[src/rtl/sprite_pkg.sv]
// Shared types and constants for the player-sprite pixel stage.
// Frame-ID layout: walk frames 0..7, attack frames 8..23.
package sprite_pkg;

  typedef enum logic [1:0] {
    IDLE   = 2'd0,
    WALK   = 2'd1,
    ATTACK = 2'd2
  } anim_state_t;

  typedef enum logic [1:0] {
    DIR_DOWN  = 2'd0,
    DIR_UP    = 2'd1,
    DIR_LEFT  = 2'd2,
    DIR_RIGHT = 2'd3
  } dir_t;

  localparam logic [4:0] WALK_BASE   = 5'd0;
  localparam logic [4:0] ATTACK_BASE = 5'd8;
  localparam int         SPRITE_DIM  = 32;

  // Index 0 is transparent, so its colour is never shown.
  localparam logic [11:0] SPRITE_PALETTE [8] = '{
    12'h000, 12'hFDB, 12'h0A0, 12'h060,
    12'h850, 12'hFF0, 12'hCCC, 12'h222
  };

endpackage

[src/rtl/sprite_anim_fsm.sv]
// Animation state machine: idle / walk / sword attack, advanced by frame ticks.
// Leaving IDLE or WALK is immediate; everything else waits for a frame tick.
module sprite_anim_fsm
  import sprite_pkg::*;
#(
  parameter int WALK_PERIOD   = 8,
  parameter int ATTACK_PERIOD = 4
) (
  input  logic       clock,
  input  logic       reset,
  input  logic       frame_tick,
  input  logic [1:0] dir,
  input  logic       moving,
  input  logic       attack_req,
  output logic [4:0] frame_id,
  output logic       attack_busy
);

  anim_state_t state_q, state_d;
  logic [1:0]  phase_q, phase_d;
  logic [7:0]  tick_cnt_q, tick_cnt_d;
  dir_t        atk_dir_q, atk_dir_d;

  always_comb begin
    state_d    = state_q;
    phase_d    = phase_q;
    tick_cnt_d = tick_cnt_q;
    atk_dir_d  = atk_dir_q;
    case (state_q)
      IDLE: begin
        phase_d    = 2'd0;
        tick_cnt_d = 8'd0;
        if (attack_req) begin
          state_d   = ATTACK;
          atk_dir_d = dir_t'(dir);
        end else if (moving) begin
          state_d = WALK;
        end
      end
      WALK: begin
        if (attack_req) begin
          state_d    = ATTACK;
          atk_dir_d  = dir_t'(dir);
          phase_d    = 2'd0;
          tick_cnt_d = 8'd0;
        end else if (!moving) begin
          state_d    = IDLE;
          phase_d    = 2'd0;
          tick_cnt_d = 8'd0;
        end else if (frame_tick) begin
          if (tick_cnt_q == 8'(WALK_PERIOD - 1)) begin
            tick_cnt_d = 8'd0;
            phase_d    = {1'b0, ~phase_q[0]};
          end else begin
            tick_cnt_d = tick_cnt_q + 8'd1;
          end
        end
      end
      ATTACK: begin
        if (frame_tick) begin
          if (tick_cnt_q == 8'(ATTACK_PERIOD - 1)) begin
            tick_cnt_d = 8'd0;
            if (phase_q == 2'd3) begin
              state_d = moving ? WALK : IDLE;
              phase_d = 2'd0;
            end else begin
              phase_d = phase_q + 2'd1;
            end
          end else begin
            tick_cnt_d = tick_cnt_q + 8'd1;
          end
        end
      end
      default: begin
        state_d    = IDLE;
        phase_d    = 2'd0;
        tick_cnt_d = 8'd0;
      end
    endcase
  end

  always_ff @(posedge clock) begin
    if (reset) begin
      state_q    <= IDLE;
      phase_q    <= 2'd0;
      tick_cnt_q <= 8'd0;
      atk_dir_q  <= DIR_DOWN;
    end else begin
      state_q    <= state_d;
      phase_q    <= phase_d;
      tick_cnt_q <= tick_cnt_d;
      atk_dir_q  <= atk_dir_d;
    end
  end

  // Attack frames use the latched direction; walk/idle follow dir live.
  always_comb begin
    if (state_q == ATTACK) begin
      frame_id = ATTACK_BASE + {1'b0, atk_dir_q, phase_q};
    end else begin
      frame_id = WALK_BASE + {2'b00, dir, phase_q[0]};
    end
  end

  assign attack_busy = (state_q == ATTACK);

endmodule

[src/rtl/sprite_pixel_pipe.sv]
// Player-sprite pixel stage: scan position -> ROM address/frame, ROM index -> RGB.
// Three-stage pipeline at full throughput around the one-cycle sprite ROM.
module sprite_pixel_pipe
  import sprite_pkg::*;
#(
  parameter int WALK_PERIOD   = 8,
  parameter int ATTACK_PERIOD = 4
) (
  input  logic        clock,
  input  logic        reset,
  input  logic        frame_tick,
  input  logic [1:0]  dir,
  input  logic        moving,
  input  logic        attack_req,
  input  logic [9:0]  sprite_x,
  input  logic [9:0]  sprite_y,
  input  logic [9:0]  draw_x,
  input  logic [9:0]  draw_y,
  output logic [9:0]  rom_addr,
  output logic [4:0]  frame_id,
  output logic [4:0]  frame_id_q,
  input  logic [2:0]  rom_q,
  output logic [11:0] pixel_rgb,
  output logic        pixel_opaque,
  output logic        attack_busy
);

  logic [4:0]  fsm_frame_id;
  logic [10:0] dx, dy;
  logic        hit;

  logic [9:0]  rom_addr_q, rom_addr_d;
  logic [4:0]  frame_s1_q, frame_s1_d;
  logic [4:0]  frame_s2_q, frame_s2_d;
  logic        hit_s1_q, hit_s1_d;
  logic        hit_s2_q, hit_s2_d;
  logic [11:0] pixel_rgb_q, pixel_rgb_d;
  logic        pixel_opaque_q, pixel_opaque_d;

  sprite_anim_fsm #(
    .WALK_PERIOD   (WALK_PERIOD),
    .ATTACK_PERIOD (ATTACK_PERIOD)
  ) u_anim_fsm (
    .clock       (clock),
    .reset       (reset),
    .frame_tick  (frame_tick),
    .dir         (dir),
    .moving      (moving),
    .attack_req  (attack_req),
    .frame_id    (fsm_frame_id),
    .attack_busy (attack_busy)
  );

  // A negative offset wraps to a large unsigned value, so one compare covers both edges.
  always_comb begin
    dx  = {1'b0, draw_x} - {1'b0, sprite_x};
    dy  = {1'b0, draw_y} - {1'b0, sprite_y};
    hit = (dx < 11'(SPRITE_DIM)) && (dy < 11'(SPRITE_DIM));

    rom_addr_d     = hit ? {dy[4:0], dx[4:0]} : 10'd0;
    frame_s1_d     = fsm_frame_id;
    hit_s1_d       = hit;
    frame_s2_d     = frame_s1_q;
    hit_s2_d       = hit_s1_q;
    pixel_opaque_d = hit_s2_q && (rom_q != 3'd0);
    pixel_rgb_d    = pixel_opaque_d ? SPRITE_PALETTE[rom_q] : 12'h000;
  end

  always_ff @(posedge clock) begin
    if (reset) begin
      rom_addr_q     <= 10'd0;
      frame_s1_q     <= 5'd0;
      frame_s2_q     <= 5'd0;
      hit_s1_q       <= 1'b0;
      hit_s2_q       <= 1'b0;
      pixel_rgb_q    <= 12'h000;
      pixel_opaque_q <= 1'b0;
    end else begin
      rom_addr_q     <= rom_addr_d;
      frame_s1_q     <= frame_s1_d;
      frame_s2_q     <= frame_s2_d;
      hit_s1_q       <= hit_s1_d;
      hit_s2_q       <= hit_s2_d;
      pixel_rgb_q    <= pixel_rgb_d;
      pixel_opaque_q <= pixel_opaque_d;
    end
  end

  assign rom_addr     = rom_addr_q;
  assign frame_id     = frame_s1_q;
  assign frame_id_q   = frame_s2_q;
  assign pixel_rgb    = pixel_rgb_q;
  assign pixel_opaque = pixel_opaque_q;

endmodule

[config.mk]
export PLATFORM = sky130hd
export DESIGN_NAME = sprite_pixel_pipe
export DESIGN_NICKNAME = d
export VERILOG_FILES = /design/src/rtl/sprite_pkg.sv /design/src/rtl/sprite_anim_fsm.sv /design/src/rtl/sprite_pixel_pipe.sv
export SDC_FILE = /design/constraint.sdc
export NUM_CORES = 1
export LEC_CHECK = 0
export ABC_AREA = 0
export BUFFER_PORTS_ARGS = -buffer_cell sky130_fd_sc_hd__buf_2
export CAP_MARGIN = 10
export CORE_MARGIN = 2
export CORE_UTILIZATION = 45
export CTS_CLUSTER_DIAMETER = 150
export DETAILED_ROUTE_END_ITERATION = 7
export HOLD_SLACK_MARGIN = 0.1
export MAX_ROUTING_LAYER = met4
export PLACE_DENSITY = 0.7
export SLEW_MARGIN = 20
export SYNTH_ARGS = -nofsm -noshare
export SYNTH_HDL_FRONTEND = slang
export SYNTH_SLANG_ARGS = --single-unit
export TNS_END_PERCENT = 50
[constraint.sdc]
create_clock -name clock -period 5.7 [get_ports clock]
set_clock_uncertainty 0.15 [all_clocks]
set_input_delay 0.285 -clock clock [delete_from_list [all_inputs] [get_ports clock]]
set_output_delay 0.285 -clock clock [all_outputs]
set_load 0.1 [all_outputs]
==> key figures <==
Setup path
  – FF-to-FF path depth: 8
  – Crit end category: register
  – CP peak stage delay: 530 ps
  – CP max-delay cell: nand4_1
  – Flop-to-flop setup slack: roughly 3500 ps
  – Crit start category: input pin
  – Largest delay contributor family on the critical path: simple AND/OR/NAND/NOR gates
  – CP max FO: 11
  – Critical path type: in -> reg
  – Critical path buffers and inverters: 1
  – Worst Path Required: 5760 ps
  – Worst path depth: 9
  – Worst-path cell chain: buf_2 -> ha_1 -> fa_1 -> nand2b_1 -> a211oi_1 -> o2bb2ai_1 -> a21oi_1 -> nand4_1 -> nor4_2
  – CP Data Arrival Time: between 2000 and 3000 ps

Die
  – IO Pins: 84
  – Row cnt: 30
  – Die width: 86.54 um
  – Initial core utilization: roughly 46%
  – Core ar.: between 6000 and 7000 um2
  – Die ar.: roughly 7500 um2
  – Die height: 86.54 um

Synth
  – Leading area contributor after synthesis: dfxtp_1
  – Dominant synthesized flop cell: dfxtp_1
  – Sequential fraction of the synthesis area: around a third
  – Synth area leaders: dfxtp_1 (32%), ha_1 (13%), nor4_2 (4.1%)
  – Seq cells post-synth: around 50
  – YS warnings: 0
  – Mean Syn Cell Area: between 8 and 9 um2
  – Area of the mapped netlist: ~3100 um2
  – Asr flop ratio synth: 0%
  – EDFF count, synth: 0
  – Commonest cells in the netlist: dfxtp_1 (49), inv_1 (33), ha_1 (31)
  – Netlist cell types: between 60 and 70
  – Gate Count Post-Synth: roughly 350
  – Most common cell in the netlist: dfxtp_1
  – Mapped Nets: 432
  – Post-synth top area share: between 30 and 40%

Placed design
  – DP HPWL: roughly 5100 um
  – GP Congestion: between 0.8 and 0.9
  – Port-buffer cells: 83

Clock network
  – Clock buffer depth: 2
  – Post-CTS resize count: 0
  – CTS buffer count: 5
  – CTS tree: done
  – Worst-path clk slew: around 90 ps
  – H-tree levels: 2
  – CTS sink count: a little under 50
  – Root buf cell: clkbuf_8
  – Skew-Pair Late Insertion Delay: 300 ps

Route
  – Via Count: about 2,800
  – Via density: about 5.4
  – Remaining antenna violation count: 0
  – First DRT Iteration DRCs: between 90 and 100
  – Final wirelength: around 6700 um
  – Residual DRC: 0
  – Pre-antenna DRT Iters: 4
  – WL/cell: around 13 um

Flow run
  – Maxcap violations: 0

Timing
  – Worst slew pin tran: 819.3 ps
  – Fin. Hold Viols: 0
  – Final setup vio count: 0
  – Minimum clock period: 2673 ps
  – RSZ-0062 raised after global routing: no
  – Fmax: roughly 370 MHz
  – Slew Limit Headroom: approximately 45%
  – Slew Limit Fails: 0
  – Fin crit share: a little under half
  – Setup TNS: 0 ps

Global routing
  – Overflow after GRT: 0
  – Largest net degree at the start of global routing: 25
  – Gr usage total: between 15 and 20%
  – Global-route wire length before repair: around 11,000 um
  – Initial antenna violation count: 0
  – Number of global-route vias before repair: 2,527

Power
  – Power density cells: roughly 250 nW/um2
  – Total power: between 0.9 and 1 mW
  – Worst vdd ir: 0.0001046 V
  – LEAKAGE: ~1.8 nW

Layout
  – Post-Route Utilization: between 50% and 60%
  – Layout net count: around 520
  – Synth-to-Final Area Change: 20.61%
  – Layout cell share with drive strength beyond 1: around a quarter
  – Antenna cells: 0

Worst hold path
  – Min-Delay Path Class: in -> reg
  – Hold Path Stages: 2

Status
  – Status: finished, final reports clean
==> sequential cells by signal (all words and copies together), names as in the netlist <==
name and flops:
frame_id_q 5, hit_s1_q 1, hit_s2_q 1, u_anim_fsm.tick_cnt_q 8, u_anim_fsm.atk_dir_q 2, pixel_opaque 1
u_anim_fsm.state_q 2, rom_addr 10, frame_id 5, u_anim_fsm.phase_q 2, pixel_rgb 12
==> layer usage <==
metal | share of wire, % | GRT usage [%] | vias to the layer above
li1 | - | - | 1422
met1 | 46 | 23.19 | 1275
met2 | 46 | 29.72 | 97
met3 | 5.5 | 3.714 | 10
met4 | 1.6 | 5.540 | 0
met5 | 0 | - | -
==> worst register-to-register path, cell delays in order (launching register included) <==
cell and delay (ps):
dfxtp_1 380, inv_1 100, ha_1 230, and3b_1 230, o21bai_1 400, and3_1 300, nand4_1 130, xor2_1 170
nor2_1 50
==> stage by stage <==
stage | hold slack [ps] | setup slack, ps | instance area (um2) | instances
2_1_floorplan | 226.8 | 3322 | 3065 | 349
3_3_place_gp | 277.5 | 2791 | 3547 | 504
3_5_place_dp | 293.2 | 2731 | 3547 | 504
4_1_cts | 111.3 | 3033 | 3697 | 515
5_1_grt | 116.5 | 2818 | 3697 | 515
6_report | 120.8 | 3027 | 3697 | 515
==> logic make-up (layout without fill, tap and decap cells) <==
kind of cell | Yosys count | in the layout | share of synthesized area (%)
AND/OR/NAND/NOR | 129 | 129 | 24.78
AO/OA/AOI/OAI | 74 | 74 | 17.59
flip-flops | 49 | 49 | 32.00
XOR/XNOR | 10 | 10 | 2.857
adder cells (fa/ha/maj) | 33 | 33 | 13.96
multiplexers | 9 | 9 | 2.939
buffers and inverters | 45 | 131 | 5.877
==> power breakdown <==
part	switching [mW]	total, mW	internal (mW)	leakage [nW]
logic	0.187	0.294	0.107	1.35
registers	0.00665	0.359	0.352	0.396
clock network	0.112	0.255	0.143	0.0574
==> cell type report <==
class	count	area, um2
timing repair buffer	88	460.4
clock buffer	6	82.58
fill	623	2984
tap	80	100.1
inverter	35	131.4
multi-input combinational	255	1904
clock inverter	2	37.54
sequential	49	980.9
==> worst paths after layout <==
| path | startpoint | end |
|---|---|---|
| worst max-delay path | sprite_y[0] | rom_addr[6]$_SDFF_PP0_ |
| worst min-delay path | rom_q[2] | pixel_rgb[6]$_SDFF_PP0_ |
| worst max register to register | u_anim_fsm.state_q[1]$_SDFFE_PP0P_ | u_anim_fsm.tick_cnt_q[7]$_SDFFE_PP0P_ |
| worst min register to register | frame_id[3]$_SDFF_PP0_ | frame_id_q[3]$_SDFF_PP0_ |
==> timing repair <==
action / in CTS / in global routing
setup buffers: 0 / 0
hold buffers: 3 / 0
hold endpoints to repair: 5 / 0
==> cell usage in the layout, fill, tap and decap left out, types with 3 or more instances in the layout <==
master         count
and3_1             5
dfxtp_1           49
and3b_1            3
a211oi_1           4
xor2_1             5
nand3_1           13
o2111ai_1          4
nand4_1            6
o21ai_0            7
ha_1              31
inv_1             33
nor4_2            10
nand3b_1           5
o21bai_1           3
nand2_1           13
clkbuf_8           6
buf_2             83
nor4_1             3
nand2b_1           3
a21o_1             6
xnor2_1            5
nor3_1             9
and2_1             4
o21a_1             6
nor3b_1            3
dlygate4sd3_1      3
nor2_1            30
a21oi_1           17
nor2b_1           15
mux2i_1            9
Power figures use the tool's default switching activity.
